## src/rtl/ahb_bus_arbiter_if.sv

```systemverilog
// rtl/ahb_bus_arbiter_if.sv - request/grant bundle between AHB masters and the bridge arbiter
interface ahb_bus_arbiter_if #(
  parameter int NUM_MASTERS = 3,
  parameter int MIDX_W      = 2
);
  logic [NUM_MASTERS-1:0] Hbusreq;
  logic [NUM_MASTERS-1:0] Hlock;
  logic [1:0]             Htrans;
  logic                   Hready;
  logic [NUM_MASTERS-1:0] Hgrant;
  logic [MIDX_W-1:0]      Hmaster;
  logic [MIDX_W-1:0]      Hmaster_data;
  logic                   Hmastlock;

  // Requester side: drives requests, muxed transfer type and bridge ready.
  modport master (
    output Hbusreq, Hlock, Htrans, Hready,
    input  Hgrant, Hmaster, Hmaster_data, Hmastlock
  );

  // Arbiter side.
  modport slave (
    input  Hbusreq, Hlock, Htrans, Hready,
    output Hgrant, Hmaster, Hmaster_data, Hmastlock
  );
endinterface

```

## src/rtl/ahb_bus_arbiter.sv

```systemverilog
// rtl/ahb_bus_arbiter.sv - round-robin AHB arbiter with lock and per-tenure beat limit
module ahb_bus_arbiter #(
  parameter int NUM_MASTERS    = 3,
  parameter int MIDX_W         = 2,
  parameter int DEFAULT_MASTER = 0,
  parameter int MAX_BEATS      = 4
) (
  input logic             Hclk,
  input logic             Hreset,
  ahb_bus_arbiter_if.slave bus
);

  localparam int CNT_W = (MAX_BEATS < 1) ? 1 : $clog2(MAX_BEATS + 1);
  localparam logic [CNT_W-1:0]  MAX_C = CNT_W'(MAX_BEATS);
  localparam logic [MIDX_W-1:0] DEF_M = MIDX_W'(DEFAULT_MASTER);
  localparam logic [NUM_MASTERS-1:0] ONE_G = NUM_MASTERS'(1);

  typedef enum logic [1:0] {
    ST_PARK = 2'd0,
    ST_OWN  = 2'd1,
    ST_LOCK = 2'd2
  } state_t;

  state_t                 r_state;
  logic [NUM_MASTERS-1:0] r_grant;
  logic [MIDX_W-1:0]      r_master;
  logic [MIDX_W-1:0]      r_master_data;
  logic                   r_mastlock;
  logic [CNT_W-1:0]       r_beats;

  state_t                 w_state_nxt;
  logic [MIDX_W-1:0]      w_master_nxt;
  logic [CNT_W-1:0]       w_beats_inc;
  logic [CNT_W-1:0]       w_beats_nxt;
  logic [MIDX_W-1:0]      w_rr_idx;
  logic [NUM_MASTERS-1:0] w_rr_onehot;
  logic                   w_any_req;
  logic                   w_own_req;
  logic                   w_own_lock;
  logic                   w_other_req;
  logic                   w_win_lock;
  logic                   w_active;
  logic                   w_limit;
  int                     w_dist;
  int                     w_best_dist;

  // The grant is one-hot, so masking with it picks out the owner's own bits.
  assign w_any_req   = |bus.Hbusreq;
  assign w_own_req   = |(bus.Hbusreq & r_grant);
  assign w_own_lock  = |(bus.Hlock & r_grant);
  assign w_other_req = |(bus.Hbusreq & ~r_grant);
  assign w_rr_onehot = ONE_G << w_rr_idx;
  assign w_win_lock  = |(bus.Hlock & w_rr_onehot);
  assign w_active    = bus.Htrans[1];

  // Round-robin pick: distance from (owner+1); the owner itself sits at the far end.
  always_comb begin
    w_rr_idx    = DEF_M;
    w_best_dist = NUM_MASTERS;
    w_dist      = 0;
    for (int j = 0; j < NUM_MASTERS; j++) begin
      w_dist = (j + NUM_MASTERS - 1 - int'(r_master)) % NUM_MASTERS;
      if (bus.Hbusreq[j] && (w_dist < w_best_dist)) begin
        w_best_dist = w_dist;
        w_rr_idx    = MIDX_W'(j);
      end
    end
  end

  // Beat count including the transfer completing at this edge, saturating.
  always_comb begin
    w_beats_inc = r_beats;
    if (w_active && (r_beats != MAX_C)) begin
      w_beats_inc = r_beats + CNT_W'(1);
    end
  end

  // Next-state and next-owner decision, evaluated at every arbitration point.
  always_comb begin
    w_state_nxt  = r_state;
    w_master_nxt = r_master;
    w_limit      = 1'b0;
    case (r_state)
      ST_PARK: begin
        if (w_any_req) begin
          w_master_nxt = w_rr_idx;
          w_state_nxt  = w_win_lock ? ST_LOCK : ST_OWN;
        end
      end
      ST_OWN, ST_LOCK: begin
        if ((r_state == ST_LOCK) && w_own_lock) begin
          w_state_nxt = ST_LOCK;
        end else begin
          // Leaving a locked tenure counts as an exhausted beat budget.
          w_limit = (MAX_BEATS != 0) && ((r_state == ST_LOCK) || (w_beats_inc == MAX_C));
          if (!w_own_req) begin
            if (w_any_req) begin
              w_master_nxt = w_rr_idx;
              w_state_nxt  = w_win_lock ? ST_LOCK : ST_OWN;
            end else begin
              w_master_nxt = DEF_M;
              w_state_nxt  = ST_PARK;
            end
          end else if (w_limit && w_other_req) begin
            w_master_nxt = w_rr_idx;
            w_state_nxt  = w_win_lock ? ST_LOCK : ST_OWN;
          end else if (w_own_lock) begin
            w_state_nxt = ST_LOCK;
          end else begin
            w_state_nxt = ST_OWN;
          end
        end
      end
      default: begin
        w_master_nxt = DEF_M;
        w_state_nxt  = ST_PARK;
      end
    endcase
  end

  // A new tenure (owner change, or entering/leaving park) restarts the beat budget.
  always_comb begin
    w_beats_nxt = w_beats_inc;
    if ((w_master_nxt != r_master) || (w_state_nxt == ST_PARK) || (r_state == ST_PARK)) begin
      w_beats_nxt = '0;
    end
  end

  // State and output registers; everything holds while the bridge inserts wait states.
  always_ff @(posedge Hclk) begin
    if (Hreset) begin
      r_state       <= ST_PARK;
      r_grant       <= ONE_G << DEF_M;
      r_master      <= DEF_M;
      r_master_data <= DEF_M;
      r_mastlock    <= 1'b0;
      r_beats       <= '0;
    end else if (bus.Hready) begin
      r_state       <= w_state_nxt;
      r_grant       <= ONE_G << w_master_nxt;
      r_master      <= w_master_nxt;
      r_master_data <= r_master;
      r_mastlock    <= (w_state_nxt == ST_LOCK);
      r_beats       <= w_beats_nxt;
    end
  end

  assign bus.Hgrant       = r_grant;
  assign bus.Hmaster      = r_master;
  assign bus.Hmaster_data = r_master_data;
  assign bus.Hmastlock    = r_mastlock;

endmodule

```

## src/flat_wrapper.sv

```systemverilog
// flat-port wrapper written by rule: the top's interface ports become plain ports
module ahb_bus_arbiter_flat 
#(
  parameter int NUM_MASTERS    = 3,
  parameter int MIDX_W         = 2,
  parameter int DEFAULT_MASTER = 0,
  parameter int MAX_BEATS      = 4
)
  (Hclk, Hreset, bus_Hbusreq, bus_Hlock, bus_Htrans, bus_Hready, bus_Hgrant, bus_Hmaster, bus_Hmaster_data, bus_Hmastlock);
  ahb_bus_arbiter_if #(.NUM_MASTERS(NUM_MASTERS), .MIDX_W(MIDX_W)) bus_i ();
  input logic Hclk;
  input logic Hreset;
  input wire logic [$bits(bus_i.Hbusreq)-1:0] bus_Hbusreq;
  input wire logic [$bits(bus_i.Hlock)-1:0] bus_Hlock;
  input wire logic [$bits(bus_i.Htrans)-1:0] bus_Htrans;
  input wire logic [$bits(bus_i.Hready)-1:0] bus_Hready;
  output wire logic [$bits(bus_i.Hgrant)-1:0] bus_Hgrant;
  output wire logic [$bits(bus_i.Hmaster)-1:0] bus_Hmaster;
  output wire logic [$bits(bus_i.Hmaster_data)-1:0] bus_Hmaster_data;
  output wire logic [$bits(bus_i.Hmastlock)-1:0] bus_Hmastlock;
  assign bus_i.Hbusreq = bus_Hbusreq;
  assign bus_i.Hlock = bus_Hlock;
  assign bus_i.Htrans = bus_Htrans;
  assign bus_i.Hready = bus_Hready;
  assign bus_Hgrant = bus_i.Hgrant;
  assign bus_Hmaster = bus_i.Hmaster;
  assign bus_Hmaster_data = bus_i.Hmaster_data;
  assign bus_Hmastlock = bus_i.Hmastlock;
  ahb_bus_arbiter #(.NUM_MASTERS(NUM_MASTERS), .MIDX_W(MIDX_W), .DEFAULT_MASTER(DEFAULT_MASTER), .MAX_BEATS(MAX_BEATS)) u_core (.Hclk(Hclk), .Hreset(Hreset), .bus(bus_i));
endmodule
```

## config.mk

```make
export PLATFORM = sky130hd
export DESIGN_NAME = ahb_bus_arbiter_flat
export DESIGN_NICKNAME = d
export VERILOG_FILES = /design/src/rtl/ahb_bus_arbiter_if.sv /design/src/rtl/ahb_bus_arbiter.sv /design/src/flat_wrapper.sv
export SDC_FILE = /design/constraint.sdc
export NUM_CORES = 1
export LEC_CHECK = 0
export ABC_AREA = 1
export BUFFER_PORTS_ARGS = -buffer_cell sky130_fd_sc_hd__buf_2
export CAP_MARGIN = 20
export CORE_MARGIN = 2
export CORE_UTILIZATION = 35
export DETAILED_ROUTE_END_ITERATION = 8
export GPL_TIMING_DRIVEN = 0
export PLACE_DENSITY = 0.51
export SLEW_MARGIN = 25
export SYNTH_ARGS = -nofsm -noshare
export SYNTH_HDL_FRONTEND = slang
export SYNTH_SLANG_ARGS = --single-unit
```

## constraint.sdc

```tcl
create_clock -name Hclk -period 12.75 [get_ports Hclk]
set_input_delay 1.275 -clock Hclk [delete_from_list [all_inputs] [get_ports Hclk]]
set_output_delay 1.275 -clock Hclk [all_outputs]
set_load 0.005 [all_outputs]
```

==> impl_summary.txt <==
----------------------------------------------------
[Placement]
  Total of buffers placed on input and output ports ... 14
  GP Congestion ... 0.875
  HPWL reported at the end of detailed placement ... 7030 um
  Number of placed instances with taps included ... 714
  Cell area after placement ... 0.00347 mm^2

[Setup path]
  Arrival time at the worst endpoint ... 11020 ps
  Startpoint Class ... flop
  Worst-path maximum fanout ... 11
  Type of the worst setup path ... flop to flop
  Top cell by count, worst path ... nand2_1
  CP top delay family ... simple AND/OR/NAND/NOR gates
  Worst reg-to-reg path cell count ... 99
  Buffers & Inverters on Critical Path ... 10
  Worst reg2reg path startpoint ... u_core.bus.Hmaster[0]$_SDFFE_PP0P_
  Delay contributed by the slowest stage of the critical path ... 580 ps
  Worst setup EP type ... flop
  Cell with the biggest individual delay on the critical path ... dfxtp_1
  Req. time, crit path ... 12920 ps
  Capture instance of the worst register-to-register path ... u_core.bus.Hmastlock$_SDFFE_PP0P_
  Setup slack on the worst flop-to-flop path ... 1900 ps

[CTS]
  CTS hold repair buffers ... 0
  Clk sinks ... 13
  Clock-pin slew on the worst setup and hold paths ... 60 ps
  Number of post-CTS setup repair buffers ... 0
  Max H-tree Level ... 1
  CTS max path bufs ... 2
  Cell chosen for the clock root ... clkbuf_8
  Total CTS buffers ... 3
  Post-cts repair resize count ... 0
  Clock tree from TritonCTS ... yes
  Clock latency on the worst-skew pair ... 240 ps

[Power]
  Part of the power in the clock network ... 0.049
  Leakage power summed over all cells ... 2.03 nW
  IR drop worst, VDD ... 102 uV
  Combinational share of power ... 0.870
  Power density normalized to cell area ... 214 mW/mm^2
  Switching Power ... 0.000446 W
  Sw frac ... 0.594
  Seq pwr share ... 0.081
  Cell-internal power ... 0.000305 W

[Timing]
  Final hold violations ... 0
  Setup skew after layout ... 2.05 ps
  Transition time of the tightest slew-check pin ... 543 ps
  Max-slew violation count ... 0
  Worst slack on hold paths ... 480 ps
  Shortest period the worst path allows ... 10850 ps
  Total negative slack ... 0 ps
  Share of the clock period used by the worst path ... 0.851
  Setup repair after global routing missed its margin ... no
  Relative max-transition margin ... 0.634
  Total setup violations reported at the end of the flow ... 0
  Fmax ... 92.2 MHz

[Floorplanning]
  Effective utilization at floorplan ... 0.357
  Vertical die dimension ... 101 um
  Number of top-level pins ... 19
  Die area ... 0.0101 mm^2
  Horizontal die dimension ... 101 um
  Number of placement rows ... 35
  Core area ... 0.00915 mm^2

[Min path]
  Hold wc startpoint ... u_core.bus.Hmastlock$_SDFFE_PP0P_
  Hold Path End ... u_core.bus.Hmastlock$_SDFFE_PP0P_
  Cell count of the worst hold path ... 2
  Class of the tightest hold or removal check ... flop to flop

[Layout]
  Fin util ... 0.385
  Filler cell count ... 1016
  P&R area growth vs syn ... 7.78%
  Net total in the final layout ... 642
  Post-route design area ... 0.00352 mm^2
  Final antenna diode count ... 0
  Commonest non-fill, non-tap cell in the layout ... nand2_1
  Fraction of layout cells with a size suffix above 1 ... 0.175
  Final instance count without filler cells ... 718
  Commonest non-fill, non-tap cells in the layout ... 194 x nand2_1, 74 x nand3_1, 70 x inv_1

[Routing]
  Antenna-violating nets left ... 0
  Pre-Repair DR Iteration Count ... 4
  Initial DRC Count ... 157
  DRC errors left ... 0
  Via count ... 3559
  Routed Wire Length ... 8660 um
  Final routed wire length divided by cell count ... 12.1 um
  Post-DR vias/cell ... 4.96

[Global routing]
  Global Route Usage Sum ... 0.177
  First-pass GRT wire length ... 15100 um
  Via count of the first global-routing pass ... 3268
  Final global-route overflow total ... 0
  Pin count of the biggest net entering global routing ... 12
  Initial antenna violation count ... 0

[Outcome]
  Run status ... complete, no violations

[Yosys]
  Net Count, Synth ... 623
  Simple-Gate Fraction of Synth Area ... 0.578
  Area fraction in compound gates after synthesis ... 0.119
  Synth Cell Area ... 0.00327 mm^2
  Number of warning messages in the yosys log ... 0
  Combinational family with the most area after synthesis ... simple AND/OR/NAND/NOR gates
  Count of flip-flops with a built-in enable after synthesis ... 0
  Distinct cell type count after synthesis ... 45
  Cells after synthesis ... 589
  Post-synthesis register bit count ... 13
  Xor-xnor portion of the synthesized cell area ... 0.00536
  Adder and majority cell fraction of the synthesized area ... 0.0881
  Share of synthesized area spent on multiplexers ... 0
  Share of synthesized registers carrying an async set or reset ... 0
  Sequential share of the synthesized area ... 0.0797
  Predominant post-synthesis flop cell ... dfxtp_1
  Post-Syn Area per Cell ... 5.54 um^2

[Job]
  Number of maximum-capacitance violations ... 0

----------------------------------------------------
worst min-delay path, stage by stage (launching register included):
cell,delay [ps]
dfxtp_1,310
nand2_1,60
a21oi_1,60
per-layer routing:
layer,vias to the layer above,global-route usage,share of wire
met1,1562,0.263,0.53
li1,1945,-,-
met2,46,0.289,0.44
met3,6,0.00832,0.019
met5,-,0,0
met4,0,0.0232,0.0065
cell type report:
cell class | instances | area [um^2] | share of cell area
multi-input cells | 472 | 2580 | 0.734
well taps | 111 | 139 | 0.0395
flip-flops and latches | 13 | 260 | 0.0739
plain buffers | 15 | 81.3 | 0.0231
inverters | 89 | 342 | 0.0970
clock buffers | 4 | 45.0 | 0.0128
repair buffers | 14 | 70.1 | 0.0199
kinds of logic (layout without fill, tap and decap cells):
family	count (synthesis)	in the layout
AO/OA/AOI/OAI	60	60
XOR/XNOR	2	2
flip-flops	13	13
AND/OR/NAND/NOR	387	387
buffers and inverters	104	122
adder cells (fa/ha/maj)	23	23
sequential cells by signal (all words and copies together) (netlist names):
register and cells:
u_core.bus.Hmaster_data 2, u_core.bus.Hmastlock 1, u_core.bus.Hgrant 3, u_core.bus.Hmaster 2, u_core.r_beats 3, u_core.r_state 2
worst max path at each step:
stage,startpoint,endpoint,cells past startpoint
after floorplan,u_core.bus.Hmaster[0]$_SDFFE_PP0P_,u_core.r_beats[0]$_SDFFE_PP0P_,95
after global placement,u_core.bus.Hmaster[0]$_SDFFE_PP0P_,u_core.r_beats[2]$_SDFFE_PP0P_,97
after detailed placement,u_core.bus.Hmaster[0]$_SDFFE_PP0P_,u_core.r_beats[1]$_SDFFE_PP0P_,99
after CTS,u_core.bus.Hmaster[0]$_SDFFE_PP0P_,u_core.r_beats[1]$_SDFFE_PP0P_,99
after global routing,u_core.bus.Hmaster[0]$_SDFFE_PP0P_,u_core.bus.Hmastlock$_SDFFE_PP0P_,96
final,u_core.bus.Hmaster[0]$_SDFFE_PP0P_,u_core.bus.Hmastlock$_SDFFE_PP0P_,99
stage by stage:
| stage | power, W | worst slack [ps] |
|---|---|---|
| floorplan | 0.000602 | 3560 |
| global placement | 0.000704 | 2000 |
| detailed placement | 0.000716 | 1900 |
| CTS | 0.000757 | 1850 |
| global route | 0.000869 | 284 |
| finish | 0.000752 | 1900 |
synth_stat cells (4+ instances only):
cell	instances	area share
nand4_1	14	0.027
buf_4	4	0.0092
ha_1	23	0.088
clkinv_1	4	0.0046
o21ai_0	14	0.021
buf_2	8	0.012
o211ai_1	4	0.0092
inv_2	11	0.013
nand3_1	74	0.11
nor2_1	40	0.046
nand2_2	27	0.052
nor3_1	4	0.0061
nand2_1	194	0.22
a21oi_1	19	0.029
dfxtp_1	13	0.080
nor2_2	5	0.0096
inv_1	70	0.080
nand2_4	5	0.017
nand3_2	11	0.034
power groups by stage:
stage	registers, W	logic (W)	clock network, W
4_1_cts	0.0000607	0.000658	0.0000379
3_3_place_gp	0.0000611	0.000643	0
2_1_floorplan	0.0000586	0.000543	0
5_1_grt	0.0000624	0.000767	0.0000400
6_report	0.0000607	0.000654	0.0000371
3_5_place_dp	0.0000612	0.000655	0
Note: power is estimated with default switching activity, not from simulation.
